[src/rtl/spi_rx_pkg.sv]
// Shared constants and sizing helpers for the SPI MISO receive path.
package spi_rx_pkg;

    localparam int MSB_FIRST_ENC = 1;
    localparam int LSB_FIRST_ENC = 0;

    // Width of a counter that holds 0..n-1.
    function automatic int cnt_width(input int n);
        return (n <= 2) ? 1 : $clog2(n);
    endfunction

    // Width of an occupancy count 0..depth.
    function automatic int level_width(input int depth);
        return $clog2(depth) + 1;
    endfunction

endpackage

[src/rtl/spi_rx_word_fifo.sv]
// Synchronous first-word-fall-through word FIFO with occupancy count.
module spi_rx_word_fifo
    import spi_rx_pkg::*;
#(
    parameter int DSIZE      = 8,
    parameter int FIFO_DEPTH = 4
) (
    input  logic                                spi_clk,
    input  logic                                spi_rst,
    input  logic                                push,
    input  logic [DSIZE-1:0]                    push_data,
    input  logic                                pop,
    output logic [DSIZE-1:0]                    head,
    output logic                                empty,
    output logic                                full,
    output logic [level_width(FIFO_DEPTH)-1:0]  level
);

    localparam int AW = $clog2(FIFO_DEPTH);
    localparam int LW = level_width(FIFO_DEPTH);

    logic [DSIZE-1:0] mem [FIFO_DEPTH];
    logic [AW-1:0]    wr_ptr;
    logic [AW-1:0]    rd_ptr;
    logic             push_fire;
    logic             pop_fire;

    assign empty     = (level == '0);
    assign full      = (level == LW'(FIFO_DEPTH));
    assign pop_fire  = pop && !empty;
    // A full FIFO still accepts a word when the head leaves on the same edge.
    assign push_fire = push && (!full || pop_fire);
    assign head      = empty ? '0 : mem[rd_ptr];

    // NOTE: storage is not reset; a word is only visible once level says it was written.
    always_ff @(posedge spi_clk) begin
        if (push_fire) begin
            mem[wr_ptr] <= push_data;
        end
    end

    // NOTE: sequential state uses non-blocking assignments so every reader sees pre-edge values.
    always_ff @(posedge spi_clk) begin
        if (spi_rst) begin
            wr_ptr <= '0;
            rd_ptr <= '0;
            level  <= '0;
        end else begin
            if (push_fire) wr_ptr <= wr_ptr + AW'(1);
            if (pop_fire)  rd_ptr <= rd_ptr + AW'(1);
            if (push_fire && !pop_fire) begin
                level <= level + LW'(1);
            end else if (pop_fire && !push_fire) begin
                level <= level - LW'(1);
            end
        end
    end

endmodule

[src/rtl/spi_miso_rx_fifo.sv]
// SPI slave receive path: deserialiser, frame-abort detection and word FIFO.
// Optional even parity per word when SPI_RX_PARITY_EN is defined.
module spi_miso_rx_fifo
    import spi_rx_pkg::*;
#(
    parameter int DSIZE      = 8,
    parameter int FIFO_DEPTH = 4,
    parameter int MSB_FIRST  = 1
) (
    input  logic                                spi_clk,
    input  logic                                spi_rst,
    input  logic                                spi_cs,
    input  logic                                spi_miso_in,
    input  logic                                read_req,
    output logic [DSIZE-1:0]                    spi_miso_out,
    output logic                                data_av,
    output logic                                fifo_full,
    output logic [level_width(FIFO_DEPTH)-1:0]  level,
    output logic                                overflow,
    output logic                                frame_abort,
    output logic                                parity_err
);

`ifdef SPI_RX_PARITY_EN
    localparam int FRAME_BITS = DSIZE + 1;
`else
    localparam int FRAME_BITS = DSIZE;
`endif
    localparam int CNT_W = cnt_width(FRAME_BITS);

    logic [CNT_W-1:0] bit_cnt;
    logic [DSIZE-1:0] shreg;
    logic [DSIZE-1:0] shreg_next;
    logic [DSIZE-1:0] push_word;
    logic             last_bit;
    logic             shift_en;
    logic             word_push;
    logic             fifo_empty;

    assign last_bit  = (bit_cnt == CNT_W'(FRAME_BITS - 1));
    assign word_push = !spi_cs && last_bit;

    // NOTE: every always_comb output gets a default first so no latch is inferred.
    always_comb begin
        shreg_next = shreg;
        if (MSB_FIRST == MSB_FIRST_ENC) begin
            shreg_next = {shreg[DSIZE-2:0], spi_miso_in};
        end else begin
            shreg_next = {spi_miso_in, shreg[DSIZE-1:1]};
        end
    end

`ifdef SPI_RX_PARITY_EN
    // The parity bit is not shifted in; the data word is already complete.
    assign shift_en  = (bit_cnt < CNT_W'(DSIZE));
    assign push_word = shreg;

    always_ff @(posedge spi_clk) begin
        if (spi_rst) begin
            parity_err <= 1'b0;
        end else if (word_push && (^{shreg, spi_miso_in})) begin
            parity_err <= 1'b1;
        end
    end
`else
    assign shift_en   = 1'b1;
    assign push_word  = shreg_next;
    assign parity_err = 1'b0;
`endif

    always_ff @(posedge spi_clk) begin
        if (spi_rst) begin
            bit_cnt     <= '0;
            shreg       <= '0;
            overflow    <= 1'b0;
            frame_abort <= 1'b0;
        end else begin
            frame_abort <= 1'b0;
            if (!spi_cs) begin
                if (shift_en) shreg <= shreg_next;
                bit_cnt <= last_bit ? '0 : bit_cnt + CNT_W'(1);
                if (word_push && fifo_full && !(read_req && data_av)) begin
                    overflow <= 1'b1;
                end
            end else if (bit_cnt != '0) begin
                bit_cnt     <= '0;
                shreg       <= '0;
                frame_abort <= 1'b1;
            end
        end
    end

    spi_rx_word_fifo #(
        .DSIZE      (DSIZE),
        .FIFO_DEPTH (FIFO_DEPTH)
    ) u_fifo (
        .spi_clk   (spi_clk),
        .spi_rst   (spi_rst),
        .push      (word_push),
        .push_data (push_word),
        .pop       (read_req),
        .head      (spi_miso_out),
        .empty     (fifo_empty),
        .full      (fifo_full),
        .level     (level)
    );

    assign data_av = !fifo_empty;

endmodule
[config.mk]
export PLATFORM = sky130hd
export DESIGN_NAME = spi_miso_rx_fifo
export DESIGN_NICKNAME = d
export VERILOG_FILES = /design/src/rtl/spi_rx_pkg.sv /design/src/rtl/spi_rx_word_fifo.sv /design/src/rtl/spi_miso_rx_fifo.sv
export SDC_FILE = /design/constraint.sdc
export NUM_CORES = 1
export LEC_CHECK = 0
export ABC_AREA = 1
export CORE_ASPECT_RATIO = 1.2
export CORE_MARGIN = 2
export CORE_UTILIZATION = 58
export CTS_CLUSTER_SIZE = 16
export DETAILED_ROUTE_END_ITERATION = 12
export GPL_TIMING_DRIVEN = 0
export PLACE_DENSITY = 0.9
export RECOVER_POWER = 100
export SLEW_MARGIN = 10
export SYNTH_ARGS = -nofsm -noshare
export SYNTH_HDL_FRONTEND = slang
export SYNTH_SLANG_ARGS = --single-unit
[constraint.sdc]
create_clock -name spi_clk -period 4.3 [get_ports spi_clk]
set_input_delay 0.43 -clock spi_clk [delete_from_list [all_inputs] [get_ports spi_clk]]
set_output_delay 0.43 -clock spi_clk [all_outputs]
set_load 0.1 [all_outputs]
==> impl_metrics.ini <==
[routing]
drc = 0
viasPerCell = 5.21
postRouteAntennaNets = 0
num_vias = 1593
drt_iter0_drc = 84
wl_per_cell_um = 12.6
dr.pass1.iters = 5
routed_wl_um = 3860

[worst_setup_path]
critPathArrivalTime_ns = 2.61
required_ns = 3.87
worstSetupPathType = reg2out
critPathMaxFanout = 8
reg2reg_depth = 15
cp-end-kind = output port
startpoint_type = flop

[run]
max-cap-violations = 0

[synth]
syn-num-nets = 239
synth_area_leaders = edfxtp_1 42%, dfxtp_1 18%, nor2_1 5.4%
synth_area_leader_cell = edfxtp_1
ys_async_sr_fraction_pct = 0
netlist_top_cells_count = 33 x nor2_1, 32 x edfxtp_1, 21 x dfxtp_1, 21 x nand2_1, 20 x inv_1
syn_avg_cell_area_um2 = 10.2
yosysMostFrequentCell = nor2_1
synth_flop_cell = edfxtp_1
synth_edf_count = 32
yosys.cell_types.count = 24
synth-seq-area-share_pct = 60.4
yosys_warnings = 0
netlist_area_um2 = 2290
synth_cells = 225
ys_seq_elements = 53
synth_top_area_share_pct = 42.0

[floorplan]
die_w_um = 61.3
die_h_um = 72.8
std_cell_rows = 25
core-area_um2 = 3880
die_area_um2 = 4470
ios = 21
start_util_pct = 59.0

[outcome]
status = completed

[clock_network]
cts.path.max_buffers = 2
cts_tree = done
htreeDepth = 2
path_clk_slew_ns = 0.09
cts.repair.resized = 0
cts_sinks = 53
postCtsSetupBuffers = 0
numCtsBuffers = 5
hold_buffers = 0
cts_root_buf = clkbuf_8
clk_latency_ns = 0.30

[sta]
skew_ns = 0.00900
fin_crit_sh_pct = 70.6
max_slew_margin_pct = 34.6
period_needed_ns = 3.04
timing.final.max_slew_violations = 0
fmax_ghz = 0.329
rsz0062_at_grt = false
tightest_slew_ns = 0.978
setup_tns_ns = 0
setup_viol = 0
finalHoldViolations = 0

[cells_and_area]
stdcell_count = 306
nNetsFinal = 265
fillers = 316
drive_gt1_share_pct = 12.3
area_growth_pct = 15.3
antenna_cells = 0

[placement]
dp_hpwl_um = 2730
dpl.cell_count = 298
placement.io_buffers = 19
place.gp.congestion = 0.737

[worst_hold_path]
min_path_cells = 2
hp-class = reg2reg

[grt]
grt_start_max_net_pins = 18
grt_use_total_pct = 19.2
grt_pass1_vias = 1445
grt_pass1_wl_um = 6240
grt_overflow_total = 0
antenna_found_initial = 0
-- routing by layer --
layer	GRT usage, %	wire, µm
met5	0	0
met4	5.91	41
met1	22.7	1660
met2	33.5	2010
met3	5.32	147
-- layout by cell type, fill, tap and decap left out --
cell             count
bufinv_16            1
clkbuf_1             2
nor3_1               2
dlygate4sd3_1       18
nand3_2              1
o21ai_0             14
edfxtp_1            32
nand2_2              1
clkdlybuf4s50_1      1
buf_12               1
clkbuf_8             5
ha_1                 8
inv_2                4
clkinv_2             1
nand2_1             23
nor2_2              12
nand3_1             13
buf_4                2
a21oi_1             15
xor2_1               1
inv_1               21
buf_6                2
nor2_1              35
nand4_1              1
inv_6                1
fa_1                 1
dfxtp_1             21
o21ai_1             12
conb_1               1
-- worst max-delay path, cell delays in order (launching register included) --
cell and delay (ns):
dfxtp_1 0.44, nor2_1 0.12, nand2_1 0.16, inv_1 0.18, a21oi_1 0.20, dlygate4sd3_1 1.22
-- cell type report --
type	count	area, µm²	area share, %
buffer	7	65.1	2.47
inverter	25	93.8	3.56
sequential	53	1380	52.3
clock buffer	5	68.8	2.61
timing repair buffer	19	190	7.21
tap	54	67.6	2.56
clock inverter	3	43.8	1.66
multi-input combinational	140	728	27.6
-- state kept, by name, summed over array words and instances, names as in the netlist, named ones only --
register / count
u_fifo.wr_ptr: 2
shreg: 7
frame_abort: 1
u_fifo.mem: 32
u_fifo.level: 3
u_fifo.rd_ptr: 2
overflow: 1
bit_cnt: 3
-- path summary, 6_finish.rpt --
check                   from              end  slack, ns
max          u_fifo.level[0]  spi_miso_out[5]       1.26
min                 overflow         overflow       0.45
max reg2reg       bit_cnt[0]  u_fifo.level[2]       1.95
min reg2reg         overflow         overflow       0.45
-- metrics by stage --
stage	setup WS [ns]	hold slack (ns)	cell area, µm²	util, %
floorplan	0.441	0.454	2290	-
finish	1.26	0.447	2640	68.0
global placement	1.71	0.440	2550	65.6
CTS	1.37	0.453	2660	68.5
detailed placement	1.71	0.439	2550	65.6
global route	1.13	0.510	2640	68.0
-- kinds of logic (layout without fill, tap and decap cells) --
family	after synthesis	after routing	synth area share (%)
AND/OR/NAND/NOR	88	88	17.7
flip-flops	53	53	60.4
adder cells (fa/ha/maj)	9	9	5.25
AO/OA/AOI/OAI	41	41	8.97
other	1	1	0.164
XOR/XNOR	1	1	0.383
buffers and inverters	32	59	7.16
Power is left out: the tool's default activity adds up to more than one toggle a clock period on the data nets, which glitch-free logic cannot reach.
